==> config.mk <==
export PLATFORM = sky130hd
export DESIGN_NAME = tlc_phase_sched
export DESIGN_NICKNAME = d
export VERILOG_FILES = /design/src/rtl/tlc_pkg.sv /design/src/rtl/tlc_prescaler.sv /design/src/rtl/tlc_phase_sched.sv
export SDC_FILE = /design/constraint.sdc
export NUM_CORES = 1
export LEC_CHECK = 0
export CAP_MARGIN = 0
export CORE_ASPECT_RATIO = 1.1
export CORE_UTILIZATION = 50
export CTS_BUF_LIST = sky130_fd_sc_hd__clkbuf_2 sky130_fd_sc_hd__clkbuf_4 sky130_fd_sc_hd__clkbuf_8
export DETAILED_ROUTE_END_ITERATION = 7
export GPL_TIMING_DRIVEN = 0
export PLACE_DENSITY = 0.77
export SYNTH_ARGS = -nofsm -noshare
export SYNTH_HDL_FRONTEND = slang
export SYNTH_SLANG_ARGS = --single-unit
==> constraint.sdc <==
create_clock -name clk -period 5.1 [get_ports clk]
set_clock_uncertainty 0.05 [all_clocks]
set_input_delay 0.765 -clock clk [delete_from_list [all_inputs] [get_ports clk]]
set_output_delay 0.765 -clock clk [all_outputs]
set_load 0.005 [all_outputs]
==> src/rtl/tlc_pkg.sv <==
// Shared types for the intersection phase scheduler.
//   - lamp codes GREEN/YELLOW/RED (2-bit, same for highway and country)
//   - phase_e : 3-bit phase code, also exported on the debug port
//   - tgt_e   : which request an HG exit is serving
//   - lamps_t / lamps_of : lamp pattern for each phase
package tlc_pkg;

  localparam logic [1:0] GREEN  = 2'b00;
  localparam logic [1:0] YELLOW = 2'b01;
  localparam logic [1:0] RED    = 2'b10;

  typedef enum logic [2:0] {
    HG   = 3'd0,
    HY   = 3'd1,
    AR1  = 3'd2,
    CG   = 3'd3,
    CY   = 3'd4,
    AR2  = 3'd5,
    WALK = 3'd6
  } phase_e;

  typedef enum logic {
    CTRY = 1'b0,
    PED  = 1'b1
  } tgt_e;

  typedef struct packed {
    logic [1:0] hwy;
    logic [1:0] cntry;
    logic       walk;
  } lamps_t;

  function automatic int imax(input int a, input int b);
    return (a > b) ? a : b;
  endfunction

  // Unknown codes show the reset (HG) pattern.
  function automatic lamps_t lamps_of(input phase_e p);
    lamps_t l;
    l = '{hwy: RED, cntry: RED, walk: 1'b0};
    case (p)
      HG:      l.hwy   = GREEN;
      HY:      l.hwy   = YELLOW;
      CG:      l.cntry = GREEN;
      CY:      l.cntry = YELLOW;
      WALK:    l.walk  = 1'b1;
      AR1, AR2: ;
      default: l.hwy   = GREEN;
    endcase
    return l;
  endfunction

endpackage

==> src/rtl/tlc_prescaler.sv <==
// Slow-tick generator: one-clk-wide tick every CLK_DIV clks.
//   clk   in  : system clock
//   clr_n in  : async active-low reset
//   tick  out : registered pulse, high while the counter sits at CLK_DIV-1
module tlc_prescaler #(
  parameter int CLK_DIV = 4
) (
  input  logic clk,
  input  logic clr_n,
  output logic tick
);

  localparam int CW = $clog2(CLK_DIV);
  localparam logic [CW-1:0] LAST = CW'(CLK_DIV - 1);
  localparam logic [CW-1:0] PRE  = CW'(CLK_DIV - 2);

  logic [CW-1:0] cnt;

  // tick is registered one count early so it coincides with cnt==LAST.
  always_ff @(posedge clk or negedge clr_n) begin
    if (!clr_n) begin
      cnt  <= '0;
      tick <= 1'b0;
    end else begin
      cnt  <= (cnt == LAST) ? '0 : cnt + CW'(1);
      tick <= (cnt == PRE);
    end
  end

endmodule

==> src/rtl/tlc_phase_sched.sv <==
// Intersection phase scheduler: tick prescaler, sensor synchronizer,
// pedestrian latch, country/ped arbitration and the lamp-phase FSM.
//   clk, clr_n        : clock, async active-low reset
//   x                 : country car sensor (async level)
//   ped_req           : pedestrian request pulse
//   slowclk           : slow tick pulse
//   hwy, cntry        : lamp codes (00 green, 01 yellow, 10 red)
//   ped_walk          : walk lamp
//   phase             : current phase code (debug)
module tlc_phase_sched
  import tlc_pkg::*;
#(
  parameter int CLK_DIV     = 4,
  parameter int T_HWY_MIN   = 3,
  parameter int T_CNTRY_MAX = 5,
  parameter int T_YEL       = 2,
  parameter int T_AR        = 1,
  parameter int T_WALK      = 2
) (
  input  logic       clk,
  input  logic       clr_n,
  input  logic       x,
  input  logic       ped_req,
  output logic       slowclk,
  output logic [1:0] hwy,
  output logic [1:0] cntry,
  output logic       ped_walk,
  output logic [2:0] phase
);

  localparam int TMAX = imax(imax(imax(T_HWY_MIN, T_CNTRY_MAX), imax(T_YEL, T_AR)), T_WALK);
  localparam int PW   = $clog2(TMAX + 1);

  localparam logic [PW-1:0] PT_HWY = PW'(T_HWY_MIN - 1);
  localparam logic [PW-1:0] PT_CGM = PW'(T_CNTRY_MAX - 1);
  localparam logic [PW-1:0] PT_YEL = PW'(T_YEL - 1);
  localparam logic [PW-1:0] PT_AR  = PW'(T_AR - 1);
  localparam logic [PW-1:0] PT_WLK = PW'(T_WALK - 1);

  logic          tick;
  phase_e        ph, nxt;
  tgt_e          tgt, tgt_n, last;
  logic [PW-1:0] pt;
  logic          x_m, x_s;
  logic          ped_pend;
  logic          entry;
  lamps_t        lamp_q;

  tlc_prescaler #(.CLK_DIV(CLK_DIV)) u_pre (
    .clk   (clk),
    .clr_n (clr_n),
    .tick  (tick)
  );

  always_comb begin
    nxt   = ph;
    tgt_n = tgt;
    case (ph)
      HG: if (tick && pt >= PT_HWY && (x_s || ped_pend)) begin
        nxt = HY;
        // On contention serve whoever was not served last.
        if (x_s && ped_pend) tgt_n = (last == PED) ? CTRY : PED;
        else                 tgt_n = x_s ? CTRY : PED;
      end
      HY:   if (tick && pt == PT_YEL) nxt = AR1;
      AR1:  if (tick && pt == PT_AR)  nxt = (tgt == CTRY) ? CG : WALK;
      CG:   if (tick && (!x_s || pt == PT_CGM)) nxt = CY;
      CY:   if (tick && pt == PT_YEL) nxt = AR2;
      WALK: if (tick && pt == PT_WLK) nxt = AR2;
      AR2:  if (tick && pt == PT_AR)  nxt = HG;
      default: nxt = HG;   // illegal code recovers without waiting for a tick
    endcase
  end

  assign entry = (nxt != ph);

  always_ff @(posedge clk or negedge clr_n) begin
    if (!clr_n) begin
      ph       <= HG;
      tgt      <= CTRY;
      last     <= PED;
      pt       <= '0;
      x_m      <= 1'b0;
      x_s      <= 1'b0;
      ped_pend <= 1'b0;
      lamp_q   <= lamps_of(HG);
    end else begin
      ph     <= nxt;
      tgt    <= tgt_n;
      x_m    <= x;
      x_s    <= x_m;
      lamp_q <= lamps_of(nxt);

      if (entry)                 pt <= '0;
      else if (tick && pt != '1) pt <= pt + PW'(1);

      // Clear wins over a request arriving on the WALK entry edge.
      if (entry && nxt == WALK) ped_pend <= 1'b0;
      else if (ped_req)         ped_pend <= 1'b1;

      if (entry && nxt == CG)        last <= CTRY;
      else if (entry && nxt == WALK) last <= PED;
    end
  end

  assign slowclk  = tick;
  assign hwy      = lamp_q.hwy;
  assign cntry    = lamp_q.cntry;
  assign ped_walk = lamp_q.walk;
  assign phase    = ph;

endmodule

==> flow_metrics.tcl <==
set metrics [dict create \
    num_io_pins 13 \
    cts_hold_buffers 0 \
    clock_path_buffers 2 \
    drt_iter0_drc 19 \
    yosys_warnings 0 \
    mappedNetlistArea_um2 956 \
    cts_num_sinks 19 \
    post-cts-setup-buffers 0 \
    holdCritPathClass "flop to flop" \
    rsz0062_at_grt "no" \
    final_util 0.633 \
    timing_worst_setup_path_type "flop to output pin" \
    path_cells "clkdlybuf4s50_1" \
    setup_viol_count_final 0 \
    ys_top_cells_by_area "dfrtp_1 45%, ha_1 7.9%, dfstp_2 5.5%" \
    vias_per_cell 5.52 \
    chipWidth_um 43.7 \
    power_density_nw_per_um2 403 \
    crit_start "phase[1]$_DFF_PN0_" \
    synth_nets 98 \
    cts_tree "yes" \
    ctsResizeCount 0 \
    seq_area_frac_synth 0.500 \
    drt_drc_violations_left 1 \
    grt_pass1_wl_um 2570 \
    final_cell_area_um2 1130 \
    floorplan.initialDensity 0.537 \
    regToRegStartpoint "pt[1]$_DFFE_PN0P_" \
    ys_top_cells_by_count "17 x dfrtp_1, 9 x inv_1, 9 x nor2_1" \
    status "finished, violations left" \
    ff2ff_path_depth 6 \
    commonest_register_cell_after_synthesis "dfrtp_1" \
    number_of_antenna_violations_at_the_first_check_in_global_routing 0 \
    floorplan.die.height_um 47.9 \
    max_stage_delay_ns 0.56 \
    distinct_cells_synth 33 \
    worst-slew-pin-transition_ns 0.811 \
    ctsHtreeMaxLevel 1 \
    vias 673 \
    cp-start-kind "flop" \
    routed_wirelength_um 1680 \
    maxCapViolCount 0 \
    hpwl_dp_um 1210 \
    path_max_fanout 9 \
    vdd_drop_max_v 0.000313 \
    worst-endpoint-arrival_ns 1.37 \
    cts_buffers 3 \
    clkSlewWorstSetupHoldPaths_ns 0.10 \
    fillers 152 \
    number_of_enable_flip_flop_cells_after_synthesis 0 \
    worst_skew_pair_later_pin_latency_ns 0.30 \
    min_period_over_period 0.428 \
    final_nets 115 \
    gpl.final_weighted_congestion 0.781 \
    crit-reg2reg-capture "cntry[0]$_DFF_PN0_" \
    sequential_cell_area_um2 478 \
    syn-instance-count 88 \
    area_delta_synth_final_pct 18.1 \
    rrSetupSlack_ns 3.10 \
    most_frequently_used_cell_type_in_the_post_synthesis_netlist "dfrtp_1" \
    crit_slowest_cell "clkdlybuf4s50_1" \
    path_depth 1 \
    grt.total_usage 0.174 \
    vias_in_the_first_global_route 538 \
    critical_path.n_buffers_inverters 1 \
    path_delay_family "buffers and inverters" \
    hold_slack_ns 0.308 \
    leakagePower_nw 0.504 \
    ys_async_sr_fraction 1.00 \
    multi_input_area_um2 437 \
    mean_cell_area_of_the_mapped_netlist_um2 10.9 \
    core_um2 1780 \
    post_route_cells_drive_above_1_share 0.163 \
    num_rows 16 \
    yosys.area.top_type_share 0.445 \
    end_kind "output pin" \
    drt_first_pass_iters 6 \
    yosys_register_bits 19 \
    worst_relative_slew_slack 0.458 \
    final_antenna_net_count 0 \
    cp.required_ns 4.28 \
    die_area_um2 2090 \
    num_antenna_cells 0 \
    endpoint "phase[1]" \
    failed_checks "design-rule violations" \
    max_clock_freq_mhz 458 \
    hold_viol_final 0 \
    netlist.top_cell.by_area "dfrtp_1" \
    report.final.slew_viol_count 0 \
    grt_start_max_net_pins 20 \
    period_minus_slack_ns 2.18 \
    clockRootBuffer "clkbuf_4" \
    placedInstanceArea_um2 1100 \
    wl_per_cell_um 13.8 \
    globalRouteOverflowTotal 0 \
    final.setup.tns_ns 0 \
    port-buffer-count 12 \
]
worst min-delay path by stage:
stage	startpoint	endpoint	cells after the start
after global placement	x_m$_DFF_PN0_	x_s$_DFF_PN0_	0
after global routing	x_m$_DFF_PN0_	x_s$_DFF_PN0_	0
after detailed placement	x_m$_DFF_PN0_	x_s$_DFF_PN0_	0
after floorplan	x_m$_DFF_PN0_	x_s$_DFF_PN0_	0
final	x_m$_DFF_PN0_	x_s$_DFF_PN0_	0
after CTS	x_m$_DFF_PN0_	x_s$_DFF_PN0_	0
kinds of logic (layout without fill, tap and decap cells):
logic type | after synthesis | count (layout) | synth area share
simple gates | 30 | 30 | 0.182
compound gates | 19 | 19 | 0.154
flops | 19 | 19 | 0.500
buf+inv | 10 | 26 | 0.0432
fa+ha+maj | 6 | 6 | 0.0785
mux | 3 | 3 | 0.0327
xor+xnor | 1 | 1 | 0.00916
through the flow:
| step | instances | setup slack (ns) | power [mW] |
|---|---|---|---|
| final | 122 | 2.92 | 0.455 |
| after global routing | 122 | 2.83 | 0.494 |
| after CTS | 122 | 2.92 | 0.459 |
| after detailed placement | 118 | 3.16 | 0.379 |
| after global placement | 118 | 3.21 | 0.375 |
| after floorplan | 88 | 3.36 | 0.308 |
placed cells by master, fill, tap and decap left out:
cell type        netlist  routed
o22ai_1                1       1
clkdlybuf4s50_1        0      12
and3_1                 2       2
nor2b_1                2       2
a21oi_1                2       2
nor2_1                 9       9
nor3b_1                1       1
dfstp_2                2       2
o21ai_2                1       1
a21bo_2                1       1
inv_1                  9       9
and3b_2                1       1
ha_1                   6       6
o22ai_2                1       1
nand2_1                2       2
xnor2_1                1       1
and3_2                 1       1
a22o_1                 1       1
a221oi_2               1       1
o21ai_0                3       3
nand2b_1               2       2
mux2i_1                2       2
a211oi_1               1       1
o22a_2                 1       1
o311a_1                1       1
clkbuf_4               1       5
mux2_2                 1       1
or4b_4                 1       1
nand3b_1               3       3
a311oi_1               1       1
or3b_2                 1       1
a31oi_1                4       4
nor3_1                 5       5
dfrtp_1               17      17
per-layer routing:
layer  up-vias  routed length [µm]  GRT usage
met3         4                  36     0.0340
li1        345                   -          -
met4         0                  26     0.0938
met5         -                   0          0
met1       316                 847      0.251
met2         8                 769      0.251
final cells by class:
cell class	instances	share of cell area
Multi-Input combinational cell	59	0.387
Sequential cell	19	0.424
Tap cell	18	0.0200
Inverter	9	0.0299
Clock buffer	4	0.0266
Timing Repair Buffer	12	0.106
Buffer	1	0.00665
registers in the layout (all words and copies together) (netlist names):
| register | flops |
|---|---|
| pt | 3 |
| cntry | 2 |
| u_pre.cnt | 2 |
| phase | 3 |
| x_s | 1 |
| ped_walk | 1 |
| tgt | 1 |
| last | 1 |
| hwy | 2 |
| ped_pend | 1 |
| u_pre.tick | 1 |
| x_m | 1 |
where the power goes:
group | total (mW) | leakage [nW] | internal (mW) | switching, mW
Sequential | 0.209 | 0.227 | 0.184 | 0.0251
Combinational | 0.165 | 0.259 | 0.0891 | 0.0762
Clock | 0.0807 | 0.0184 | 0.0358 | 0.0449
Total | 0.455 | 0.504 | 0.309 | 0.146
(Power assumes the default switching activity.)
